==> src/rtl/seq_divider.sv <==
// Iterative restoring divider: 2N-bit by N-bit unsigned, one quotient bit per clock.
// Divide-by-zero and quotient-overflow cases are resolved at start and finish in one cycle.
module seq_divider #(
    parameter int N = 8
) (
    input  logic           clk,
    input  logic           rst,
    input  logic           start,
    input  logic [2*N-1:0] dividend,
    input  logic [N-1:0]   divisor,
    output logic           busy,
    output logic           done,
    output logic [N-1:0]   quotient,
    output logic [N-1:0]   remainder,
    output logic           div_by_zero,
    output logic           overflow
);

    localparam int CW = (N > 1) ? $clog2(N) : 1;

    typedef enum logic [1:0] {
        IDLE = 2'd0,
        CALC = 2'd1,
        DONE = 2'd2
    } state_t;

    state_t         state_q, state_d;
    logic [N-1:0]   rem_q, rem_d;
    logic [N-1:0]   shift_q, shift_d;
    logic [N-1:0]   dvsr_q, dvsr_d;
    logic [CW-1:0]  cnt_q, cnt_d;
    logic [N-1:0]   quot_q, quot_d;
    logic [N-1:0]   remo_q, remo_d;
    logic           dbz_q, dbz_d;
    logic           ovf_q, ovf_d;

    logic [N:0]     trial_s;
    logic [N-1:0]   sub_s;
    logic           qbit_s;
    logic [N-1:0]   step_rem_s;
    logic [N-1:0]   step_shift_s;

    // One restoring step. The shift register feeds dividend bits out of its MSB
    // and takes quotient bits in at its LSB, so after N steps it holds the quotient.
    always_comb begin
        trial_s = {rem_q, shift_q[N-1]};
        // T < 2*divisor, so the difference always fits in N bits.
        sub_s   = trial_s[N-1:0] - dvsr_q;
        if (trial_s >= {1'b0, dvsr_q}) begin
            qbit_s     = 1'b1;
            step_rem_s = sub_s;
        end else begin
            qbit_s     = 1'b0;
            step_rem_s = trial_s[N-1:0];
        end
        step_shift_s = {shift_q[N-2:0], qbit_s};
    end

    // Next-state and result-load logic.
    always_comb begin
        state_d = state_q;
        rem_d   = rem_q;
        shift_d = shift_q;
        dvsr_d  = dvsr_q;
        cnt_d   = cnt_q;
        quot_d  = quot_q;
        remo_d  = remo_q;
        dbz_d   = dbz_q;
        ovf_d   = ovf_q;
        case (state_q)
            IDLE, DONE: begin
                if (start) begin
                    dvsr_d = divisor;
                    if (divisor == {N{1'b0}}) begin
                        state_d = DONE;
                        quot_d  = {N{1'b1}};
                        remo_d  = dividend[N-1:0];
                        dbz_d   = 1'b1;
                        ovf_d   = 1'b0;
                    end else if (dividend[2*N-1:N] >= divisor) begin
                        state_d = DONE;
                        quot_d  = {N{1'b1}};
                        remo_d  = {N{1'b0}};
                        dbz_d   = 1'b0;
                        ovf_d   = 1'b1;
                    end else begin
                        state_d = CALC;
                        rem_d   = dividend[2*N-1:N];
                        shift_d = dividend[N-1:0];
                        cnt_d   = {CW{1'b0}};
                    end
                end else begin
                    state_d = IDLE;
                end
            end
            CALC: begin
                rem_d   = step_rem_s;
                shift_d = step_shift_s;
                if (cnt_q == CW'(N - 1)) begin
                    state_d = DONE;
                    quot_d  = step_shift_s;
                    remo_d  = step_rem_s;
                    dbz_d   = 1'b0;
                    ovf_d   = 1'b0;
                end else begin
                    cnt_d = cnt_q + {{(CW-1){1'b0}}, 1'b1};
                end
            end
            default: begin
                state_d = IDLE;
            end
        endcase
    end

    // State, working and result registers with synchronous reset.
    always_ff @(posedge clk) begin
        if (rst) begin
            state_q <= IDLE;
            rem_q   <= {N{1'b0}};
            shift_q <= {N{1'b0}};
            dvsr_q  <= {N{1'b0}};
            cnt_q   <= {CW{1'b0}};
            quot_q  <= {N{1'b0}};
            remo_q  <= {N{1'b0}};
            dbz_q   <= 1'b0;
            ovf_q   <= 1'b0;
        end else begin
            state_q <= state_d;
            rem_q   <= rem_d;
            shift_q <= shift_d;
            dvsr_q  <= dvsr_d;
            cnt_q   <= cnt_d;
            quot_q  <= quot_d;
            remo_q  <= remo_d;
            dbz_q   <= dbz_d;
            ovf_q   <= ovf_d;
        end
    end

    assign busy        = (state_q == CALC);
    assign done        = (state_q == DONE);
    assign quotient    = quot_q;
    assign remainder   = remo_q;
    assign div_by_zero = dbz_q;
    assign overflow    = ovf_q;

endmodule
==> config.mk <==
export PLATFORM = sky130hd
export DESIGN_NAME = seq_divider
export DESIGN_NICKNAME = d
export VERILOG_FILES = /design/src/rtl/seq_divider.sv
export SDC_FILE = /design/constraint.sdc
export NUM_CORES = 1
export LEC_CHECK = 0
export ABC_AREA = 1
export BUFFER_PORTS_ARGS = -buffer_cell sky130_fd_sc_hd__buf_2
export CAP_MARGIN = 20
export CORE_ASPECT_RATIO = 1.5
export CORE_UTILIZATION = 51
export CTS_CLUSTER_SIZE = 40
export DETAILED_ROUTE_END_ITERATION = 6
export PLACE_DENSITY = 0.76
export SLEW_MARGIN = 25
export SYNTH_ARGS = -nofsm -noshare
export SYNTH_HDL_FRONTEND = slang
export SYNTH_SLANG_ARGS = --single-unit
==> constraint.sdc <==
create_clock -name clk -period 1.9 [get_ports clk]
set_clock_uncertainty 0.1 [all_clocks]
set_input_delay 0.57 -clock clk [delete_from_list [all_inputs] [get_ports clk]]
set_output_delay 0.57 -clock clk [all_outputs]
set_load 0.05 [all_outputs]
* Yosys cells after proc, flatten, opt, wreduce, memory -nomap -nowiden
Index checks and enable logic that the tools add are counted.
** Operators by class
- Reductions and logical operators :: 8
- Mux-type cells :: 39
- Add/subtract/negate cells :: 2
- Magnitude comparators :: 2
- Equal/unequal tests :: 9
** Operators by type and width (count)
- $mux W8 :: 15
- $pmux W8 S2 :: 4
- $mux W3 :: 4
- $ge A9 B8 Y1 :: 1
- $ge A8 B8 Y1 :: 1
- $logic_not A8 Y1 :: 1
- $mux W1 :: 8
- $mux W2 :: 4
- $ne A2 B2 Y1 const B :: 4
- $reduce_and A4 Y1 :: 2
- $sub A8 B8 Y8 :: 1
- $pmux W3 S2 :: 1
- $reduce_and A5 Y1 :: 1
- $pmux W1 S2 :: 2
- $pmux W2 S2 :: 1
- $add A3 B1 Y3 const B :: 1
- $eq A3 B3 Y1 const B :: 1
- $ne A3 B3 Y1 const B :: 1
- $eq A2 B1 Y1 const B :: 1
- $eq A2 B2 Y1 const B :: 1
- $logic_not A2 Y1 :: 1
- $ne A2 B1 Y1 const B :: 1
- $reduce_and A2 Y1 :: 1
- $reduce_bool A2 Y1 :: 1
- $reduce_or A2 Y1 :: 1
** Word-level totals
- Register bits :: 47
- Bits of input ports :: 27
- Output and inout bits :: 20

* Depth between registers and ports, before layout
- Depth after elaboration :: 5
- Mapped depth :: 15
- Mapped depth without buffers :: 15

* Worst setup path before layout
Ideal clock, no wire load.
- Kind :: input -> register
- Start point :: in divisor[5]
- End point :: reg quot_q[1] (netlist: quotient[1])
- Data arrival time :: 1.784 ns
- Setup slack :: -0.100 ns
- Cell stages on the path :: 10
- Setup time :: 0.116 ns
- Required time :: 1.684 ns
- Path through :: inv_1 ha_1 a21oi_1 o21a_1 nand3_2 nand2_1 nand2_1 buf_4 o21ai_0 inv_1
** Between the ends
- Word-level cells in the longest chain between the ends :: 4
- Elaborated cells between the ends (all ways) :: 7
** Ends and longest elaborated chain
- from (decl) :: line 10 : input logic [N-1:0] divisor,
- parallel branches: the longest is 4 deep, another holds $ge A8 B8 Y1
- to (signal assigned) :: line 123 : quot_q <= {N{1'b0}};
- to (signal assigned) :: line 133 : quot_q <= quot_d;
- to (decl) :: line 32 : logic [N-1:0] quot_q, quot_d;
Parallel ways; which one is timed is not known. The select of a mux whose other input is x is not followed.
A chain may end at the register's enable or synchronous reset.

* Worst setup path after layout
- Start point :: reg dvsr_q[2]
- End point :: reg remo_q[1] (netlist: remainder[1])
** Between the ends
- Word-level cells in the longest chain between the ends :: 4
** Ends and longest elaborated chain
- from (decl) :: line 30 : logic [N-1:0] dvsr_q, dvsr_d;
- from (signal assigned) :: line 121 : dvsr_q <= {N{1'b0}};
- from (signal assigned) :: line 131 : dvsr_q <= dvsr_d;
- $ge A9 B8 Y1 :: line 49 : if (trial_s >= {1'b0, dvsr_q}) begin
- $mux W8 :: line 49
- $mux W8 :: line 99 : if (cnt_q == CW'(N - 1)) begin
- $pmux W8 S2 :: line 70 : case (state_q)
- to (signal assigned) :: line 124 : remo_q <= {N{1'b0}};
- to (signal assigned) :: line 134 : remo_q <= remo_d;
- to (decl) :: line 33 : logic [N-1:0] remo_q, remo_d;
No other way between the ends. The select of a mux whose other input is x is not followed.

==> results.sh <==
export IMPL_outcome="finished clean"
export IMPL_numCtsBuffers=5
export IMPL_p_per_area_nw_per_um2=856
export IMPL_hold_viol_final=0
export IMPL_drc_errors=0
export IMPL_critPathMaxFanout=5
export IMPL_fillCellCount=446
export IMPL_p_leak_nw=2.06
export IMPL_timing_fmax_mhz=536
export IMPL_min_from="quotient[2]$_SDFFE_PP0P_"
export IMPL_post_place_ws_ps=-268
export IMPL_layout_common_cells="nand2_1, nor2_1, buf_2, inv_1, buf_4"
export IMPL_cts_tree="done"
export IMPL_drive_above_1_share=0.343
export IMPL_synth_edf_count=0
export IMPL_num_vias=3128
export IMPL_ant_nets=0
export IMPL_period_needed_ps=1870
export IMPL_antennaDiodeCount=0
export IMPL_period_share=0.982
export IMPL_nets=575
export IMPL_synth_nets=491
export IMPL_cp_start_kind="flop"
export IMPL_num_io_pins=47
export IMPL_finalSetupViolCount=0
export IMPL_die_h_um=94.9
export IMPL_yosysWarnings=0
export IMPL_cp_arrival_ps=1970
export IMPL_critPathRequiredTime_ps=2010
export IMPL_grt_pass1_vias=2992
export IMPL_ys_seq_area_frac=0.321
export IMPL_ctsHoldBuffers=0
export IMPL_detail_route_first_pass_iterations=5
export IMPL_syn_to_final_growth_pct=34.5
export IMPL_core_area_um2=5490
export IMPL_finalSetupTns_ps=0
export IMPL_synth_seq_cells=47
export IMPL_synthCells=445
export IMPL_post_dp_hpwl_mm=5.95
export IMPL_hold_class="flop to flop"
export IMPL_r2r_start="dvsr_q[2]$_SDFFE_PP0P_"
export IMPL_worstSkewPairLatency_ps=310
export IMPL_first_iter_violations=122
export IMPL_routed_wl_mm=8.21
export IMPL_yosysUniqueCellTypes=35
export IMPL_grt_start_max_net_pins=36
export IMPL_initial_core_util=0.535
export IMPL_rsz0062_at_grt="yes"
export IMPL_power_total_w=0.00338
export IMPL_synth_area_um2=2940
export IMPL_layout_commonest_cell="nand2_1"
export IMPL_clkTransAtPathRegs_ps=90
export IMPL_gp_congestion=0.889
export IMPL_worstSetupEndpointType="flop"
export IMPL_wl_per_cell_um=13.7
export IMPL_tightest_slew_ps=325
export IMPL_grt_overflow=0
export IMPL_ys_async_sr_fraction=0
export IMPL_track_usage=0.285
export IMPL_die_w_um=63.9
export IMPL_grt_pass1_wl_mm=13.2
export IMPL_final_max_slew_viol_count=0
export IMPL_drt_vias_per_instance=5.21
export IMPL_antenna_found_initial=0
export IMPL_clock_sinks=47
export IMPL_cts_buffer_depth=2
export IMPL_num_rows=33
export IMPL_critPathKind="flop to flop"
export IMPL_dominantRegCellSynth="dfxtp_1"
export IMPL_cap_violations=0
export IMPL_cts_max_level=2
export IMPL_clock_root_buffer="clkbuf_8"
export IMPL_setup_ws_ps=33.8
export IMPL_worstSetupStartpoint="dvsr_q[2]$_SDFFE_PP0P_"
export IMPL_max_vdd_ir_drop_uv=566
export IMPL_port_buffers=46
export IMPL_syn_avg_cell_area_um2=6.60
export IMPL_max_slew_margin_rel=0.784
export IMPL_dieArea_um2=6070
synth_stat cells (2+ instances only):
master / instances / area [µm²]
ha_1: 18 / 225
nand3_2: 2 / 20.0
clkbuf_1: 4 / 15.0
buf_2: 6 / 30.0
nand2_2: 5 / 31.3
inv_1: 52 / 195
nand3_1: 30 / 150
xnor2_1: 2 / 17.5
nand4_1: 11 / 68.8
o21ai_0: 11 / 55.1
o21ai_1: 3 / 15.0
nand2_1: 118 / 443
nand3b_1: 10 / 75.1
inv_2: 5 / 18.8
nor2_4: 3 / 33.8
dfxtp_1: 47 / 941
buf_6: 2 / 22.5
nor2_1: 71 / 267
a21oi_1: 23 / 115
o21bai_1: 5 / 37.5
nor3_1: 3 / 15.0
flip-flops by register name, indices dropped and copies added (netlist names):
register,flops
dvsr_q,8
cnt_q,3
overflow,1
shift_q,8
div_by_zero,1
quotient,8
state_q,2
rem_q,8
remainder,8
stage by stage:
stage,instances,cell area [µm²],hold WS (ps),util
3_3_place_gp,581,3520,340,0.642
5_1_grt,600,3950,401,0.719
2_1_floorplan,445,3000,333,-
3_5_place_dp,581,3520,348,0.642
4_1_cts,593,3730,375,0.680
6_report,600,3950,371,0.719
kinds of logic after synthesis:
logic type	Yosys count	share of synthesized area
AO/OA/AOI/OAI	45	0.0835
XOR/XNOR	3	0.00895
adder cells (fa/ha/maj)	19	0.0835
buffers and inverters	73	0.103
flip-flops	47	0.321
multiplexers	1	0.00341
AND/OR/NAND/NOR	257	0.397
per-layer routing:
layer  global-route usage  vias to the layer above  routed length, µm
li1                     -                     1573                  -
met1                0.283                     1439               3000
met2                0.555                       87               4460
met3               0.0326                       29                317
met4                0.170                        0                441
met5                    0                        -                  0
final timing paths:
check / cells past startpoint / endpoint / slack, ps
min reg2reg: 2 / quotient[2]$_SDFFE_PP0P_ / 370
max: 11 / remainder[1]$_SDFFE_PP0P_ / 30
min: 2 / quotient[2]$_SDFFE_PP0P_ / 370
max reg2reg: 11 / remainder[1]$_SDFFE_PP0P_ / 30
cell type report:
cell class	count	area, µm²	share of cell area
multi-input cells	325	1970	0.498
flip-flops and latches	47	957	0.242
repair buffers	91	619	0.157
inverters	59	224	0.0567
well taps	70	87.6	0.0222
clock buffers	5	68.8	0.0174
clock inverters	3	25.0	0.00634
critical path: stages (launching register included):
cell and delay, ps:
dfxtp_2 330, inv_2 40, ha_4 270, buf_6 100, nand4_1 110, nor2_2 180
nor2_4 60, buf_4 150, nand4_1 110, nand3_1 130, nor2_1 120, nor2_1 50
what timing repair did:
action                                  CTS  global route
buffers inserted                          4             7
endpoints found under the setup margin   18            28
pin swaps                                 3            24
gates resized for setup                  17            48
hold endpoints to repair                  0             0
where the power goes:
part	switching (W)	internal, W
clock	0.000363	0.000263
sequential	0.0000804	0.00110
combinational	0.000933	0.000640
total	0.00138	0.00200
Note: power is estimated with default switching activity, not from simulation.
